`src/rtl/vga_pkg.sv`:
```
// Shared video/game constants and the boss hit-detect state type.
package vga_pkg;

    localparam int unsigned COORD_W           = 12;
    localparam int unsigned BOUND_W           = COORD_W + 1;
    localparam int unsigned MELEE_RANGE_DEF   = 40;
    localparam int unsigned IFRAME_FRAMES_DEF = 8;
    localparam logic [1:0]  ACTIVE_STATE_DEF  = 2'd1;

    typedef enum logic {
        READY    = 1'b0,
        COOLDOWN = 1'b1
    } boss_hit_state_t;

    // a - b in 13-bit signed math, negative results clamp to 0
    function automatic logic [BOUND_W-1:0] sub_clamp(input logic [COORD_W-1:0] a,
                                                     input logic [COORD_W-1:0] b);
        logic signed [BOUND_W-1:0] diff;
        diff = $signed({1'b0, a}) - $signed({1'b0, b});
        return diff[BOUND_W-1] ? '0 : $unsigned(diff);
    endfunction

    function automatic logic [BOUND_W-1:0] add_ext(input logic [COORD_W-1:0] a,
                                                   input logic [COORD_W-1:0] b);
        return {1'b0, a} + {1'b0, b};
    endfunction

endpackage

```
`src/rtl/boss_hit_detect_contains.sv`:
```
// Combinational test of a horizontal span at height pt_y against a centre/half-size box.
module hitbox_contains
    import vga_pkg::*;
(
    input  logic [COORD_W-1:0] box_x_i,
    input  logic [COORD_W-1:0] box_y_i,
    input  logic [COORD_W-1:0] box_lng_i,
    input  logic [COORD_W-1:0] box_hgt_i,
    input  logic [BOUND_W-1:0] span_lo_i,
    input  logic [BOUND_W-1:0] span_hi_i,
    input  logic [COORD_W-1:0] pt_y_i,
    output logic               inside_c_o
);

    logic [BOUND_W-1:0] left_c, right_c, top_c, bottom_c, pt_y_ext_c;

    always_comb begin
        left_c     = sub_clamp(box_x_i, box_lng_i);
        right_c    = add_ext(box_x_i, box_lng_i);
        top_c      = sub_clamp(box_y_i, box_hgt_i);
        bottom_c   = add_ext(box_y_i, box_hgt_i);
        pt_y_ext_c = {1'b0, pt_y_i};
        // inclusive overlap of [span_lo, span_hi] with [left, right]; a point uses lo == hi
        inside_c_o = (span_hi_i >= left_c) && (span_lo_i <= right_c) &&
                     (pt_y_ext_c >= top_c) && (pt_y_ext_c <= bottom_c);
    end

endmodule

```
`src/rtl/boss_hit_detect.sv`:
```
// Boss hit detection: two-stage pipeline producing damage/consume pulses with i-frames
// and one-hit-per-swing.
module boss_hit_detect
    import vga_pkg::*;
#(
    parameter int unsigned IFRAME_FRAMES = IFRAME_FRAMES_DEF,
    parameter int unsigned MELEE_RANGE   = MELEE_RANGE_DEF,
    parameter logic [1:0]  ACTIVE_STATE  = ACTIVE_STATE_DEF
) (
    input  logic        clk,
    input  logic        rst,
    input  logic [1:0]  game_active,
    input  logic        game_start,
    input  logic        frame_tick,
    input  logic        boss_alive,
    input  logic [11:0] boss_x,
    input  logic [11:0] boss_y,
    input  logic [11:0] boss_lng,
    input  logic [11:0] boss_hgt,
    input  logic [11:0] proj_x,
    input  logic [11:0] proj_y,
    input  logic        proj_active,
    input  logic [11:0] char_x,
    input  logic [11:0] char_y,
    input  logic        char_dir,
    input  logic        melee_active,
    output logic        projectile_hit,
    output logic        melee_hit,
    output logic        proj_consume,
    output logic        boss_invuln
);

    localparam int unsigned CNT_W = (IFRAME_FRAMES > 1) ? $clog2(IFRAME_FRAMES + 1) : 1;

    logic [BOUND_W-1:0] proj_ext_c, melee_lo_c, melee_hi_c;
    logic               proj_in_c, melee_in_c;

    always_comb begin
        proj_ext_c = {1'b0, proj_x};
        if (char_dir) begin
            melee_lo_c = {1'b0, char_x};
            melee_hi_c = add_ext(char_x, COORD_W'(MELEE_RANGE));
        end else begin
            melee_lo_c = sub_clamp(char_x, COORD_W'(MELEE_RANGE));
            melee_hi_c = {1'b0, char_x};
        end
    end

    hitbox_contains u_proj_box (
        .box_x_i    (boss_x),
        .box_y_i    (boss_y),
        .box_lng_i  (boss_lng),
        .box_hgt_i  (boss_hgt),
        .span_lo_i  (proj_ext_c),
        .span_hi_i  (proj_ext_c),
        .pt_y_i     (proj_y),
        .inside_c_o (proj_in_c)
    );

    hitbox_contains u_melee_box (
        .box_x_i    (boss_x),
        .box_y_i    (boss_y),
        .box_lng_i  (boss_lng),
        .box_hgt_i  (boss_hgt),
        .span_lo_i  (melee_lo_c),
        .span_hi_i  (melee_hi_c),
        .pt_y_i     (char_y),
        .inside_c_o (melee_in_c)
    );

    // Stage 1: registered overlap flags plus swing level history aligned with them
    logic p_in_q, m_in_q, mact_q, mact_prev_q, p_prev_q;

    always_ff @(posedge clk or posedge rst) begin
        if (rst) begin
            p_in_q      <= 1'b0;
            m_in_q      <= 1'b0;
            mact_q      <= 1'b0;
            mact_prev_q <= 1'b0;
            p_prev_q    <= 1'b0;
        end else begin
            p_in_q      <= proj_active & proj_in_c;
            m_in_q      <= melee_active & melee_in_c;
            mact_q      <= melee_active;
            mact_prev_q <= mact_q;
            p_prev_q    <= p_in_q;
        end
    end

    logic eval_c, p_rise_c, m_new_c, m_fall_c;
    logic swing_used_q;

    always_comb begin
        eval_c   = (game_active == ACTIVE_STATE) & boss_alive;
        p_rise_c = p_in_q & ~p_prev_q;
        m_new_c  = m_in_q & ~swing_used_q;
        m_fall_c = mact_prev_q & ~mact_q;
    end

    // Stage 2: hit FSM with registered pulse outputs
    boss_hit_state_t  state_q;
    logic [CNT_W-1:0] cnt_q;
    logic             proj_hit_q, melee_hit_q, consume_q, invuln_q;

    always_ff @(posedge clk or posedge rst) begin
        if (rst) begin
            state_q      <= READY;
            cnt_q        <= '0;
            swing_used_q <= 1'b0;
            proj_hit_q   <= 1'b0;
            melee_hit_q  <= 1'b0;
            consume_q    <= 1'b0;
            invuln_q     <= 1'b0;
        end else begin
            proj_hit_q  <= 1'b0;
            melee_hit_q <= 1'b0;
            consume_q   <= 1'b0;
            // swing release tracks the input level even while evaluation is paused
            if (m_fall_c) begin
                swing_used_q <= 1'b0;
            end
            if (game_start) begin
                state_q      <= READY;
                cnt_q        <= '0;
                swing_used_q <= 1'b0;
                invuln_q     <= 1'b0;
            end else if (eval_c) begin
                case (state_q)
                    READY: begin
                        if (p_rise_c) begin
                            proj_hit_q <= 1'b1;
                            consume_q  <= 1'b1;
                        end
                        if (m_new_c) begin
                            melee_hit_q  <= 1'b1;
                            swing_used_q <= 1'b1;
                        end
                        if (p_rise_c | m_new_c) begin
                            state_q  <= COOLDOWN;
                            cnt_q    <= CNT_W'(IFRAME_FRAMES);
                            invuln_q <= 1'b1;
                        end
                    end
                    COOLDOWN: begin
                        if (p_rise_c) begin
                            consume_q <= 1'b1;
                        end
                        if (cnt_q == '0) begin
                            state_q  <= READY;
                            invuln_q <= 1'b0;
                        end else if (frame_tick) begin
                            cnt_q <= cnt_q - CNT_W'(1);
                        end
                    end
                    default: begin
                        state_q  <= READY;
                        invuln_q <= 1'b0;
                    end
                endcase
            end
        end
    end

    assign projectile_hit = proj_hit_q;
    assign melee_hit      = melee_hit_q;
    assign proj_consume   = consume_q;
    assign boss_invuln    = invuln_q;

endmodule

```
`config.mk`:
```
export PLATFORM = sky130hd
export DESIGN_NAME = boss_hit_detect
export DESIGN_NICKNAME = d
export VERILOG_FILES = /design/src/rtl/vga_pkg.sv /design/src/rtl/boss_hit_detect_contains.sv /design/src/rtl/boss_hit_detect.sv
export SDC_FILE = /design/constraint.sdc
export NUM_CORES = 1
export LEC_CHECK = 0
export ABC_AREA = 1
export BUFFER_PORTS_ARGS = -buffer_cell sky130_fd_sc_hd__buf_4
export CORE_MARGIN = 10
export CORE_UTILIZATION = 25
export DETAILED_ROUTE_END_ITERATION = 10
export PLACE_DENSITY = 0.48
export SLEW_MARGIN = 20
export SYNTH_ARGS = -nofsm -noshare
export SYNTH_HDL_FRONTEND = slang
export SYNTH_SLANG_ARGS = --single-unit
```
`constraint.sdc`:
```
create_clock -name clk -period 1.6 [get_ports clk]
set_clock_uncertainty 0.2 [all_clocks]
set_input_delay 0.16 -clock clk [delete_from_list [all_inputs] [get_ports clk]]
set_output_delay 0.16 -clock clk [all_outputs]
set_load 0.02 [all_outputs]
```
Word-level counts from Yosys, hierarchy flattened
Cells that the tools add are included.
{ "word_totals": {"out_inout_bits": 4, "register_bits": 15} }
{ "op_classes": {"mux": 36, "n_addsub": 7, "n_eq_ne": 5, "reduce_logical": 10, "bitwise_logic": 11, "magnitude_cmp": 8} }
{ "ops": {"columns": ["op", "count"], "rows": [
  ["less-or-equal comparator 12 x 13 -> 1 bit", 4],
  ["two-way mux 12 bit", 4],
  [">= comparator 12 x 13 -> 1 bit", 3],
  ["adder 12 x 12 -> 13 bit", 2],
  ["subtractor 12 x 12 -> 13 bit", 2],
  ["two-way mux 1 bit", 23],
  ["two-way mux 4 bit", 5],
  ["adder 12 x 6 -> 13 bit (second input constant)", 1],
  [">= comparator 13 x 12 -> 1 bit", 1],
  ["two-way mux 13 bit", 1],
  ["subtractor 12 x 6 -> 13 bit (second input constant)", 1],
  ["inequality test 3 bit (second input constant)", 3],
  ["one-hot mux 4 bit (2 select lines)", 1],
  ["bitwise AND 1 bit", 6],
  ["logical AND 1 bit", 6],
  ["logical NOT 4 bit", 1],
  ["NOT 1 bit", 4],
  ["one-hot mux 1 bit (2 select lines)", 2],
  ["AND reduction 4 bit", 1],
  ["subtractor 4 x 1 -> 4 bit (second input constant)", 1],
  ["inequality test 3 x 2 -> 1 bit (second input constant)", 1],
  ["AND reduction 3 bit", 1],
  ["equality test 2 x 1 -> 1 bit (second input constant)", 1],
  ["nonzero test 2 bit", 1],
  ["bitwise OR 1 bit", 1]
]} }

Depth between registers and ports, before layout
Gate-level depths: netlist of the first run.
{ "depth": {"depth_word": 8, "mapped_depth": 24} }

Cells and area by module
A second synthesis of the first run with hierarchy kept.
{ "hier_totals": {"cells_unflattened": 1525, "area_unflattened_um2": 9098.7} }
{ "modules_own_cells": {"columns": ["mod", "area_each_um2", "instances", "seq_area_each_um2", "cells_each"], "rows": [
  ["hitbox_contains at u_proj_box", 3960.0, 1, 0.0, 669],
  ["hitbox_contains at u_melee_box", 3925.0, 1, 0.0, 673],
  ["boss_hit_detect", 1213.7, 1, 375.4, 183]
]} }

Worst setup path before layout of the first run
No wires, ideal clock.
{ "synth_timing": {"path_kind": "input-to-reg", "startpoint": "input boss_x[0]", "endpoint": "register m_in_q", "setup_time_ns": 0.120, "arrival_time_ns": 2.568, "slack_ns": -1.288, "n_path_buf": 1, "t_required_ns": 1.280, "cell_stages": 18, "cell_sequence": "inv_1 > ha_1 > fa_1 > inv_1 > nand3_1 > nand2_1 > nand3_1 > o2111ai_2 > buf_4 > nand3_1 > ha_1 > a21oi_1 > o21ai_0 > or2_2 > nand3_1 > nand2_1 > nor2_1 > nor3_2"} }
{ "synth_between": {"elab_chain_cells": 7, "elab_cells_between_ends": 9, "classes_between": "add/sub: 2; order compare: 2; mux: 1; bitwise: 1; reduce/logical: 3"} }
{ "synth_rtl": {"columns": ["item", "line_no", "source"], "rows": [
  ["start: declaration", "boss_hit_detect.sv:16", "input logic [11:0] boss_x,"],
  ["subtractor 12 x 12 -> 13 bit", "vga_pkg.sv:19", "diff = $signed({1'b0, a}) - $signed({1'b0, b});"],
  ["two-way mux 12 bit", "vga_pkg.sv:20", "return diff[BOUND_W-1] ? '0 : $unsigned(diff);"],
  [">= comparator 13 x 12 -> 1 bit", "boss_hit_detect_contains.sv:24", "inside_c_o = (span_hi_i >= left_c) && (span_lo_i <= right_c) &&"],
  ["logical AND 1 bit * (2 in a row)", "boss_hit_detect_contains.sv:24", null],
  ["logical AND 1 bit *", "boss_hit_detect_contains.sv:25", "(pt_y_ext_c >= top_c) && (pt_y_ext_c <= bottom_c);"],
  ["bitwise AND 1 bit *", "boss_hit_detect.sv:83", "m_in_q <= melee_active & melee_in_c;"],
  ["end signal: assignment", "boss_hit_detect.sv:83", null],
  ["end: declaration", "boss_hit_detect.sv:72", "logic p_in_q, m_in_q, mact_q, mact_prev_q, p_prev_q;"]
]} }
Every way passes the cells marked *; elsewhere a longest branch is shown, timed or not.
A chain may end at the register's enable or synchronous reset.

Worst setup path in the final report of the first run
Ends and elaborated chain as after synthesis.

==> results of run 1 <==
[placed cells by master, fill, tap and decap left out, types with 12 or more instances in the layout]
| cell type | netlist | final |
|---|---|---|
| ha_4 | 0 | 34 |
| nor2_1 | 82 | 74 |
| inv_2 | 15 | 20 |
| nand3_2 | 1 | 15 |
| o21ai_0 | 27 | 13 |
| a21oi_1 | 58 | 46 |
| nor3_1 | 15 | 12 |
| nand2_1 | 172 | 161 |
| nand2_2 | 5 | 14 |
| inv_1 | 124 | 118 |
| ha_1 | 148 | 112 |
| nand4_1 | 25 | 25 |
| buf_4 | 7 | 318 |
| a21oi_2 | 11 | 22 |
| nand3_1 | 64 | 41 |
| dfrtp_1 | 15 | 15 |
| o21ai_1 | 9 | 19 |
| xor2_1 | 32 | 26 |
[metal layers]
| metal | GRT usage | wire length (um) | up-vias |
|---|---|---|---|
| met5 | 0 | 0 | - |
| met4 | 0.0103 | 93 | 0 |
| met3 | 0.0102 | 580 | 4 |
| met2 | 0.246 | 10500 | 92 |
| met1 | 0.159 | 9340 | 3018 |
| li1 | - | - | 3620 |
[sequential cells by signal (all words and copies together) (netlist names)]
signal,flops
projectile_hit,1
p_prev_q,1
mact_q,1
melee_hit,1
boss_invuln,1
swing_used_q,1
proj_consume,1
m_in_q,1
p_in_q,1
mact_prev_q,1
state_q,1
cnt_q,4
[power by group through the flow]
stage          sequential (mW)  combinational [mW]  clock [mW]
5_1_grt                  0.421                4.81       0.525
3_3_place_gp             0.425                3.77           0
6_report                 0.419                4.27       0.497
4_1_cts                  0.419                4.04       0.505
2_1_floorplan            0.422                2.17           0
3_5_place_dp             0.425                3.80           0
[cell type report]
cell class / instances / area (um2)
multi-input combinational: 722 / 5840
sequential: 15 / 375
inverter: 140 / 536
tap: 319 / 399
timing repair buffer: 336 / 2630
clock inverter: 1 / 5.00
clock buffer: 3 / 75.1
fill: 2493 / 13500
[what timing repair did]
action | in CTS | in global routing
hold buffers | 3 | 0
endpoints found under the setup margin | 6 | 6
setup buffers | 6 | 6
cloned | 1 | 0
pin swaps | 33 | 33
resized for setup | 59 | 80
hold endpoints to repair | 18 | 0
[per-stage QoR]
| step | setup TNS, ns | hold slack (ns) | area (um2) | setup WS [ns] |
|---|---|---|---|---|
| 2_1_floorplan | -2.00 | -0.139 | 6220 | -1.01 |
| 3_3_place_gp | -3.20 | -0.00713 | 8920 | -1.61 |
| 3_5_place_dp | -3.21 | -0.00789 | 8920 | -1.57 |
| 4_1_cts | -2.27 | 0.0942 | 9400 | -1.14 |
| 5_1_grt | -2.91 | 0.140 | 9850 | -1.31 |
| 6_report | -2.24 | 0.0940 | 9850 | -1.14 |
[how the worst min path moves through the flow]
stage | to | cells past startpoint | slack (ns) | startpoint
finish | p_in_q$_DFF_PP0_ | 5 | 0.09 | proj_active
global route | proj_consume$_DFF_PP0_ | 6 | 0.14 | game_active[1]
CTS | proj_consume$_DFF_PP0_ | 6 | 0.09 | game_active[1]
detailed placement | swing_used_q$_DFF_PP0_ | 3 | -0.008 | rst
global placement | melee_hit$_DFF_PP0_ | 3 | -0.007 | rst
floorplan | boss_invuln$_DFFE_PP0P_ | 1 | -0.14 | rst
[cells by family after synthesis]
kind of cell / after synthesis / share of synthesized area
compound gates: 148 / 0.161
buf+inv: 157 / 0.108
flops: 15 / 0.0632
fa+ha+maj: 152 / 0.325
xor+xnor: 34 / 0.0502
simple gates: 388 / 0.292
[worst register-to-register path: cells and delay by family, from the launching register on]
family	cells	cell delay, ns
simple gates	4	0.44
flops	1	0.37
compound gates	3	0.22
fa+ha+maj	1	0.15
buf+inv	1	0.08
==> metrics.cfg, run 1 <==
[setup_path]
crit_path_end = m_in_q$_DFF_PP0_
cp_top_family = simple AND/OR/NAND/NOR gates
critPathArrivalTime_ns = 2.67
crit_type = input port to flip-flop
cp-start-kind = input port
worst-path-buf-inv = 5
crit_top_cell = nand3_4
ff2ff_path_depth = 9
worst_setup_path_end_kind = flip-flop
rrSetupSlack_ns = 0.04
critPathRequiredTime_ns = 1.53
cp.depth = 20
cp_max_fo = 5
crit_start = boss_x[0]
timing.rr.end = cnt_q[1]$_DFFE_PP0P_
path_cells = buf_8 > inv_8 > ha_4 > fa_2 > inv_2 > nand3_4 > nand2_4 > nand3_4 > o2111ai_4 > buf_12 > nand3_4 > buf_4 > ha_4 > a21oi_2 > o21ai_1 > or2_4 > nand3_2 > nand2_1 > nor2_2 > nor3_2
cp_slowest_cell = fa_2
timing.rr.start = cnt_q[0]$_DFFE_PP0P_
max_stage_delay_ns = 0.35

[status]
status = finished, violations left
violations = negative setup slack

[final_layout]
final_cells = 1536
n_antenna_cell = 0
drive_above_1_share = 0.423
area_growth_pct = 66.0
final_nets = 1476
final_util = 0.421

[timing]
fin_ws_ns = -1.14
setup_viol = 2
tightest_slew_ns = 0.409
rsz0062_at_grt = yes
timing.fmax_mhz = 365
finalHoldViolations = 0
max_slew_margin = 0.727
maxSlewViolCount = 0
post-route-period-util = 1.71
period_minus_slack_ns = 2.74

[cts]
clockRootBuffer = clkbuf_16
cts_tree = done
clk_pin_slew_ns = 0.05
insertion_delay_ns = 0.25
numCtsBuffers = 3
htree_levels = 1
cts_sinks = 15
clockBufferDepth = 2

[routing]
wl_um = 20500
drtAntennaViolNets = 0
drt_iter0_drc = 278
drt-wirelength-per-cell_um = 13.3
viasPerCell = 4.38
via_count = 6734
drc_errors = 0
drt_pass1_iterations = 4

[placement]
numPortBuffers = 109
dp.cells = 1516
post-dp-hpwl_um = 17900
gp_congestion = 0.846

[power_and_ir_drop]
power.internal_mw = 2.86
leakage_nw = 5.00
p_sw_mw = 2.33
p_clk_frac = 0.096
switching_share = 0.449
seq_power_share = 0.081
p_total_mw = 5.18
ir_worst_vdd_mv = 0.296
powerDensity_nw_per_um2 = 526
combPwrFrac = 0.823

[synthesis]
synth_top_area_share = 0.312
synthArstFlopShare = 1.00
ys_warn_count = 0
ys_seq_area_frac = 0.0632
synth_edf_count = 0
synth_area_leaders = ha_1 (31%), nand2_1 (11%), inv_1 (7.8%)
syn_area_um2 = 5940
synth.net_count = 1152
yosys.cell_count.top_type = nand2_1
synthTopCellsByCount = nand2_1 (172), ha_1 (148), inv_1 (124)
ys.flop_type = dfrtp_1
synthCells = 894
ys_seq_elements = 15
syn_area_per_cell_um2 = 6.64
synth.distinct_cells = 50
synth_largest_area_cell = ha_1

[floorplan]
die-height_um = 174
start_util = 0.254
fp-row-count = 56
dieArea_um2 = 30300
core_um2 = 23400
io_pins = 110
dieWidth_um = 174

[global_routing]
grt_pass1_wl_um = 33000
grt_use_total = 0.129
grt_overflow = 0
antenna_found_initial = 0
grt_pass1_vias = 6909
grt_max_degree = 16

[flow_run]
cap_violations = 0

[worst_hold_path]
hold_class = input port to flip-flop

No activity file was read; power rests on OpenSTA's default activity.
==> run 2, diff against run 1 <==
- TNS_END_PERCENT: default -> 10
==> run 2 against run 1 <==
The run still ends with negative setup slack left; largest cell class unchanged; largest power group unchanged; core utilization fell by 0.66 points; fmax fell by 0.16%; combinational power fell by 2%; power fell by 1.3%; setup slack got worse by 0.0044 ns; first-iteration DRC count fell by 26%; global-route usage rose by 0.25 points; hold slack got worse by 0.015 ns; non-clock buffer count fell by 7; critical path depth did not move.
==> metrics.cfg, run 2 (same netlist as run 1, synthesis figures left out) <==
[final_layout]
area_growth_pct = 63.4  ; was 66.0%
multiInputGateArea_um2 = 5740  ; was 5840 um2
n_antenna_cell = 0  ; unchanged
largest-register = cnt_q  ; unchanged
drive_above_1_share = 0.417  ; was 0.423
largest_reg_flops = 4  ; unchanged
final_cells = 1529  ; was 1536
seq_area_um2 = 375  ; unchanged
final_common_cell = buf_4  ; unchanged
nFillCells = 2520  ; was 2493
final_nets = 1469  ; was 1476
layout_common_cells = buf_4 (311), nand2_1 (161), inv_1 (119)  ; was buf_4 (318), nand2_1 (161), inv_1 (118)

[floorplan]
dieArea_um2 = 30300  ; unchanged
io_pins = 110  ; unchanged
dieWidth_um = 174  ; unchanged
core_um2 = 23400  ; unchanged
fp-row-count = 56  ; unchanged
die-height_um = 174  ; unchanged
start_util = 0.254  ; unchanged

[cts]
htree_levels = 1  ; unchanged
clockBufferDepth = 2  ; unchanged
clk_pin_slew_ns = 0.05  ; about the same
insertion_delay_ns = 0.25  ; about the same
clockRootBuffer = clkbuf_16  ; unchanged
numCtsBuffers = 3  ; unchanged
cts_sinks = 15  ; unchanged
cts_tree = done  ; unchanged

[power_and_ir_drop]
leakage_nw = 4.95  ; was 5.00 nW
powerDensity_nw_per_um2 = 527  ; was 526 nW/um2
ir_worst_vdd_mv = 0.266  ; was 0.296 mV
p_total_mw = 5.12  ; was 5.18 mW

[timing]
fin_tns_setup_ns = -2.24  ; about the same
setup_viol = 2  ; unchanged
period_minus_slack_ns = 2.74  ; about the same
rsz0062_at_grt = yes  ; unchanged
tightest_slew_ns = 0.444  ; was 0.409 ns
max_slew_margin = 0.704  ; was 0.727
fin_ws_ns = -1.14  ; about the same
maxSlewViolCount = 0  ; unchanged
post-route-period-util = 1.72  ; was 1.71
finalHoldViolations = 0  ; unchanged
timing.fmax_mhz = 364  ; was 365 MHz

[global_routing]
antenna_found_initial = 0  ; unchanged
grt_pass1_vias = 7240  ; was 6909
grt_overflow = 0  ; unchanged
grt_max_degree = 16  ; unchanged
grt_use_total = 0.131  ; was 0.129
grt_pass1_wl_um = 33900  ; was 33000 um

[setup_path]
critPathArrivalTime_ns = 2.68  ; was 2.67 ns
critPathRequiredTime_ns = 1.54  ; was 1.53 ns
cp-start-kind = input port  ; unchanged
worst_setup_path_end_kind = flip-flop  ; unchanged
worst-path-buf-inv = 5  ; unchanged
cp_top_family = simple AND/OR/NAND/NOR gates  ; unchanged
cp_slowest_cell = fa_2  ; unchanged
max_stage_delay_ns = 0.37  ; was 0.35 ns
crit_top_cell = nand3_2  ; was nand3_4
cp_max_fo = 8  ; was 5
crit_type = input port to flip-flop  ; unchanged
path_cells = buf_8 > inv_8 > ha_4 > fa_2 > inv_2 > nand3_2 > nand2_2 > nand3_2 > o2111ai_4 > buf_12 > nand3_4 > buf_6 > ha_4 > a21oi_2 > o21ai_1 > or2_4 > nand3_2 > nand2_1 > nor2_1 > nor3_2  ; was buf_8 > inv_8 > ha_4 > fa_2 > inv_2 > nand3_4 > nand2_4 > nand3_4 > o2111ai_4 > buf_12 > nand3_4 > buf_4 > ha_4 > a21oi_2 > o21ai_1 > or2_4 > nand3_2 > nand2_1 > nor2_2 > nor3_2

[routing]
via_count = 6731  ; was 6734
wl_um = 20200  ; was 20500 um
drt-wirelength-per-cell_um = 13.2  ; was 13.3 um
drc_errors = 0  ; unchanged
drtAntennaViolNets = 0  ; unchanged
viasPerCell = 4.40  ; was 4.38
drt_iter0_drc = 206  ; was 278
drt_pass1_iterations = 5  ; was 4

[flow_run]
cap_violations = 0  ; unchanged

[placement]
numPortBuffers = 109  ; unchanged
dp.cells = 1511  ; was 1516
gp_congestion = 0.840  ; was 0.846
post-dp-hpwl_um = 17800  ; was 17900 um

[status]
violations = negative setup slack  ; unchanged
status = finished, violations left  ; unchanged

[worst_hold_path]
hold_class = input port to flip-flop  ; unchanged

## run 2: worst paths after layout
check / startpoint / cells past startpoint / slack (ns) / end
setup / recovery: boss_x[0] / 20 / -1.14 / m_in_q$_DFF_PP0_
hold / removal: proj_active / 5 / 0.08 / p_in_q$_DFF_PP0_
setup reg to reg: cnt_q[1]$_DFFE_PP0P_ / 9 / 0.02 / cnt_q[1]$_DFFE_PP0P_
hold reg to reg: mact_q$_DFF_PP0_ / 0 / 0.17 / mact_prev_q$_DFF_PP0_
max in group asynchronous: rst / 4 / 0.74 / cnt_q[2]$_DFFE_PP0P_
min in group asynchronous: rst / 4 / 0.28 / melee_hit$_DFF_PP0_
## run 2: worst register-to-register path, stage by stage, from the launching register on
cell	delay [ns]
dfrtp_1	0.35
inv_1	0.08
ha_1	0.17
nand3_2	0.08
nand2_1	0.06
o21ai_1	0.08
o211ai_1	0.11
nand2_2	0.14
nand3b_1	0.11
o21ai_0	0.09
## run 2: area by class of cell
type                            count  share of cell area
Multi-Input combinational cell    722               0.592
Inverter                          140              0.0552
Clock buffer                        3             0.00774
Clock inverter                      1            0.000516
Sequential cell                    15              0.0387
Tap cell                          319              0.0412
Timing Repair Buffer              329               0.265
## run 2: repair_timing
item,CTS,global route
setup buffers,7,3
hold buffers,3,0
setup endpoints to repair,6,6
resized for setup,73,50
cloned,1,0
hold endpoints to repair,18,0
pin swaps,42,33
## run 2: through the flow
stage	area [um2]	setup WS, ns	hold slack [ns]	util
3_5_place_dp	8830	-1.64	-0.00209	0.377
4_1_cts	9400	-1.11	0.0883	0.402
2_1_floorplan	6160	-1.01	-0.139	-
6_report	9700	-1.14	0.0792	0.414
5_1_grt	9700	-1.31	0.120	0.414
3_3_place_gp	8830	-1.64	-0.00443	0.377
## run 2: power by group
group	internal [mW]	switching [mW]
Sequential	0.404	0.0142
Clock	0.335	0.166
Combinational	2.08	2.12
Total	2.82	2.30
## run 2: metal layers
metal,vias to the layer above,wire (um),GRT usage
met5,-,0,0
met3,11,527,0.00953
met2,99,10400,0.254
met4,0,195,0.0200
met1,3008,9000,0.156
li1,3613,-,-
==> run 3, diff against run 2 <==
- CORE_MARGIN: 10 -> default
==> run 3 against run 2 <==
The run still ends with negative setup slack left; combinational power is 2% higher; core utilization up 0.41 points; power increased by 1.5%; clock power down 4%; sequential share of layout area about the same; final cell count is 0.78% lower; die area fell by 20%; via count decreased by 0.25%; setup slack better by 0.010 ns.
==> metrics.cfg, run 3 (same netlist as run 1, synthesis figures left out) <==
[status]
status = finished, violations left  ; unchanged
violations = negative setup slack  ; unchanged

[global_routing]
use_met3 = 0.00556  ; was 0.00953
use_met2 = 0.295  ; was 0.254
grt_use_met1 = 0.202  ; was 0.156
grt_use_total = 0.156  ; was 0.131
grt_max_degree = 16  ; unchanged
grt_pass1_vias = 6465  ; was 7240
grt_pass1_wl_um = 30800  ; was 33900 um
antenna_found_initial = 0  ; unchanged
grt_overflow = 0  ; unchanged
top_usage_layer = met2  ; unchanged

[floorplan]
die-height_um = 156  ; was 174 um
dieWidth_um = 156  ; was 174 um
fp-row-count = 56  ; unchanged
io_pins = 110  ; unchanged
dieArea_um2 = 24400  ; was 30300 um2
core_um2 = 23400  ; unchanged
start_util = 0.254  ; unchanged

[final_layout]
nFillCells = 2490  ; was 2520
layout_common_cells = buf_4 (301), nand2_1 (161), inv_1 (118)  ; was buf_4 (311), nand2_1 (161), inv_1 (119)
final_common_cell = buf_4  ; unchanged
area_growth_pct = 65.0  ; was 63.4%
n_antenna_cell = 0  ; unchanged
final_nets = 1457  ; was 1469
largest-register = cnt_q  ; unchanged
drive_above_1_share = 0.417  ; about the same
largest_reg_flops = 4  ; unchanged
final_util = 0.419  ; was 0.414

[flow_run]
cap_violations = 0  ; unchanged

[routing]
viasPerCell = 4.43  ; was 4.40
drt-wirelength-per-cell_um = 12.7  ; was 13.2 um
drtAntennaViolNets = 0  ; unchanged
drt_iter0_drc = 214  ; was 206
via_count = 6714  ; was 6731
drc_errors = 0  ; unchanged
drt_pass1_iterations = 5  ; unchanged
wl_um = 19300  ; was 20200 um

[cts]
clockRootBuffer = clkbuf_16  ; unchanged
cts_sinks = 15  ; unchanged
insertion_delay_ns = 0.25  ; about the same
cts_tree = done  ; unchanged
clk_pin_slew_ns = 0.05  ; about the same
numCtsBuffers = 3  ; unchanged
clockBufferDepth = 2  ; unchanged
htree_levels = 1  ; unchanged

[setup_path]
path_cells = buf_8 > inv_8 > ha_4 > fa_2 > inv_2 > nand3_4 > nand2_4 > nand3_4 > o2111ai_4 > buf_12 > nand3_4 > buf_6 > ha_4 > buf_6 > nand4_1 > nor4b_4 > nor2_4 > nor3_2  ; was buf_8 > inv_8 > ha_4 > fa_2 > inv_2 > nand3_2 > nand2_2 > nand3_2 > o2111ai_4 > buf_12 > nand3_4 > buf_6 > ha_4 > a21oi_2 > o21ai_1 > or2_4 > nand3_2 > nand2_1 > nor2_1 > nor3_2
max_stage_delay_ns = 0.36  ; was 0.37 ns
critPathRequiredTime_ns = 1.57  ; was 1.54 ns
cp-start-kind = input port  ; unchanged
worst_setup_path_end_kind = flip-flop  ; unchanged
cp_slowest_cell = fa_2  ; unchanged
crit_type = input port to flip-flop  ; unchanged
crit_top_cell = nand3_4  ; was nand3_2
critPathArrivalTime_ns = 2.70  ; was 2.68 ns
cp_max_fo = 6  ; was 8

[timing]
post-route-period-util = 1.71  ; was 1.72
timing.fmax_mhz = 366  ; was 364 MHz
tightest_slew_ns = 0.307  ; was 0.444 ns
finalHoldViolations = 0  ; unchanged
max_slew_margin = 0.793  ; was 0.704
fin_ws_ns = -1.13  ; was -1.14 ns
period_minus_slack_ns = 2.73  ; was 2.74 ns
setup_viol = 2  ; unchanged
rsz0062_at_grt = yes  ; unchanged
maxSlewViolCount = 0  ; unchanged
whs_ns = 0.0828  ; was 0.0792 ns

[placement]
post-dp-hpwl_um = 16800  ; was 17800 um
dp_worst_setup_slack_ns = -1.66  ; was -1.64 ns
gp_congestion = 0.855  ; was 0.840
numPortBuffers = 109  ; unchanged

[power_and_ir_drop]
combPwrFrac = 0.827  ; was 0.820
powerDensity_nw_per_um2 = 530  ; was 527 nW/um2
p_clk_frac = 0.093  ; was 0.098
leakage_nw = 4.94  ; was 4.95 nW
p_sw_mw = 2.35  ; was 2.30 mW
ir_worst_vdd_mv = 0.296  ; was 0.266 mV
switching_share = 0.453  ; was 0.449
power.internal_mw = 2.84  ; was 2.82 mW
seq_power_share = 0.080  ; was 0.082

[worst_hold_path]
hold_class = input port to flip-flop  ; unchanged

-- run 3: changes by cell type in the layout (fill, tap and decap cells not counted), sizes merged --
cell	delta
clkbuf	+1
buf	-13
-- run 3: critical path, delay by kind of cell --
family / cells / cell delay (ns)
AO/OA/AOI/OAI: 1 / 0.13
adder cells (fa/ha/maj): 3 / 0.78
buffers and inverters: 6 / 0.61
AND/OR/NAND/NOR: 8 / 1.00
-- run 3: path summary, 6_finish.rpt --
kind                                          to                  from  cells past startpoint  slack (ns)
min in group asynchronous   cnt_q[0]$_DFFE_PP0P_                   rst                      4        0.28
max                             m_in_q$_DFF_PP0_             boss_x[0]                     18       -1.13
max in group asynchronous     p_prev_q$_DFF_PP0_                   rst                      4        0.74
min                             p_in_q$_DFF_PP0_           proj_active                      5        0.08
min reg2reg                mact_prev_q$_DFF_PP0_      mact_q$_DFF_PP0_                      0        0.17
max reg2reg                 cnt_q[1]$_DFFE_PP0P_  cnt_q[0]$_DFFE_PP0P_                      9        0.04
-- run 3: metrics by stage --
stage	std cells	TNS [ns]	cell area, um2	power [mW]
2_1_floorplan	894	-2.01	6160	2.57
3_3_place_gp	1499	-3.34	8740	4.09
3_5_place_dp	1499	-3.27	8740	4.12
4_1_cts	1512	-2.27	9260	4.90
5_1_grt	1517	-2.85	9800	5.73
6_report	1517	-2.25	9800	5.19
-- run 3: power by group through the flow --
stage / Combinational, mW / Sequential, mW / Clock (mW)
finish: 4.29 / 0.416 / 0.483
global route: 4.80 / 0.418 / 0.512
detailed placement: 3.70 / 0.422 / 0
global placement: 3.67 / 0.422 / 0
floorplan: 2.14 / 0.422 / 0
CTS: 3.98 / 0.416 / 0.496
-- run 3: metal layers --
| metal | wire length, um | vias to the layer above |
|---|---|---|
| li1 | - | 3591 |
| met3 | 312 | 6 |
| met4 | 63 | 0 |
| met5 | 0 | - |
| met2 | 9800 | 78 |
| met1 | 9090 | 3039 |
-- run 3: timing repair --
| action | in CTS | in global routing |
|---|---|---|
| gates resized for setup | 72 | 78 |
| pin swaps | 41 | 31 |
| hold endpoints to repair | 18 | 0 |
| setup endpoints to repair | 3 | 6 |
| setup buffers | 5 | 4 |
| cloned | 1 | 1 |
| hold buffers | 3 | 0 |
-- run 3: cell type report --
class / instances / area, um2 / share of cell area
Timing Repair Buffer: 317 / 2490 / 0.254
Clock buffer: 3 / 75.1 / 0.00766
Clock inverter: 1 / 5.00 / 0.000511
Multi-Input combinational cell: 722 / 5910 / 0.604
Tap cell: 319 / 399 / 0.0407
Sequential cell: 15 / 375 / 0.0383
Inverter: 140 / 536 / 0.0547
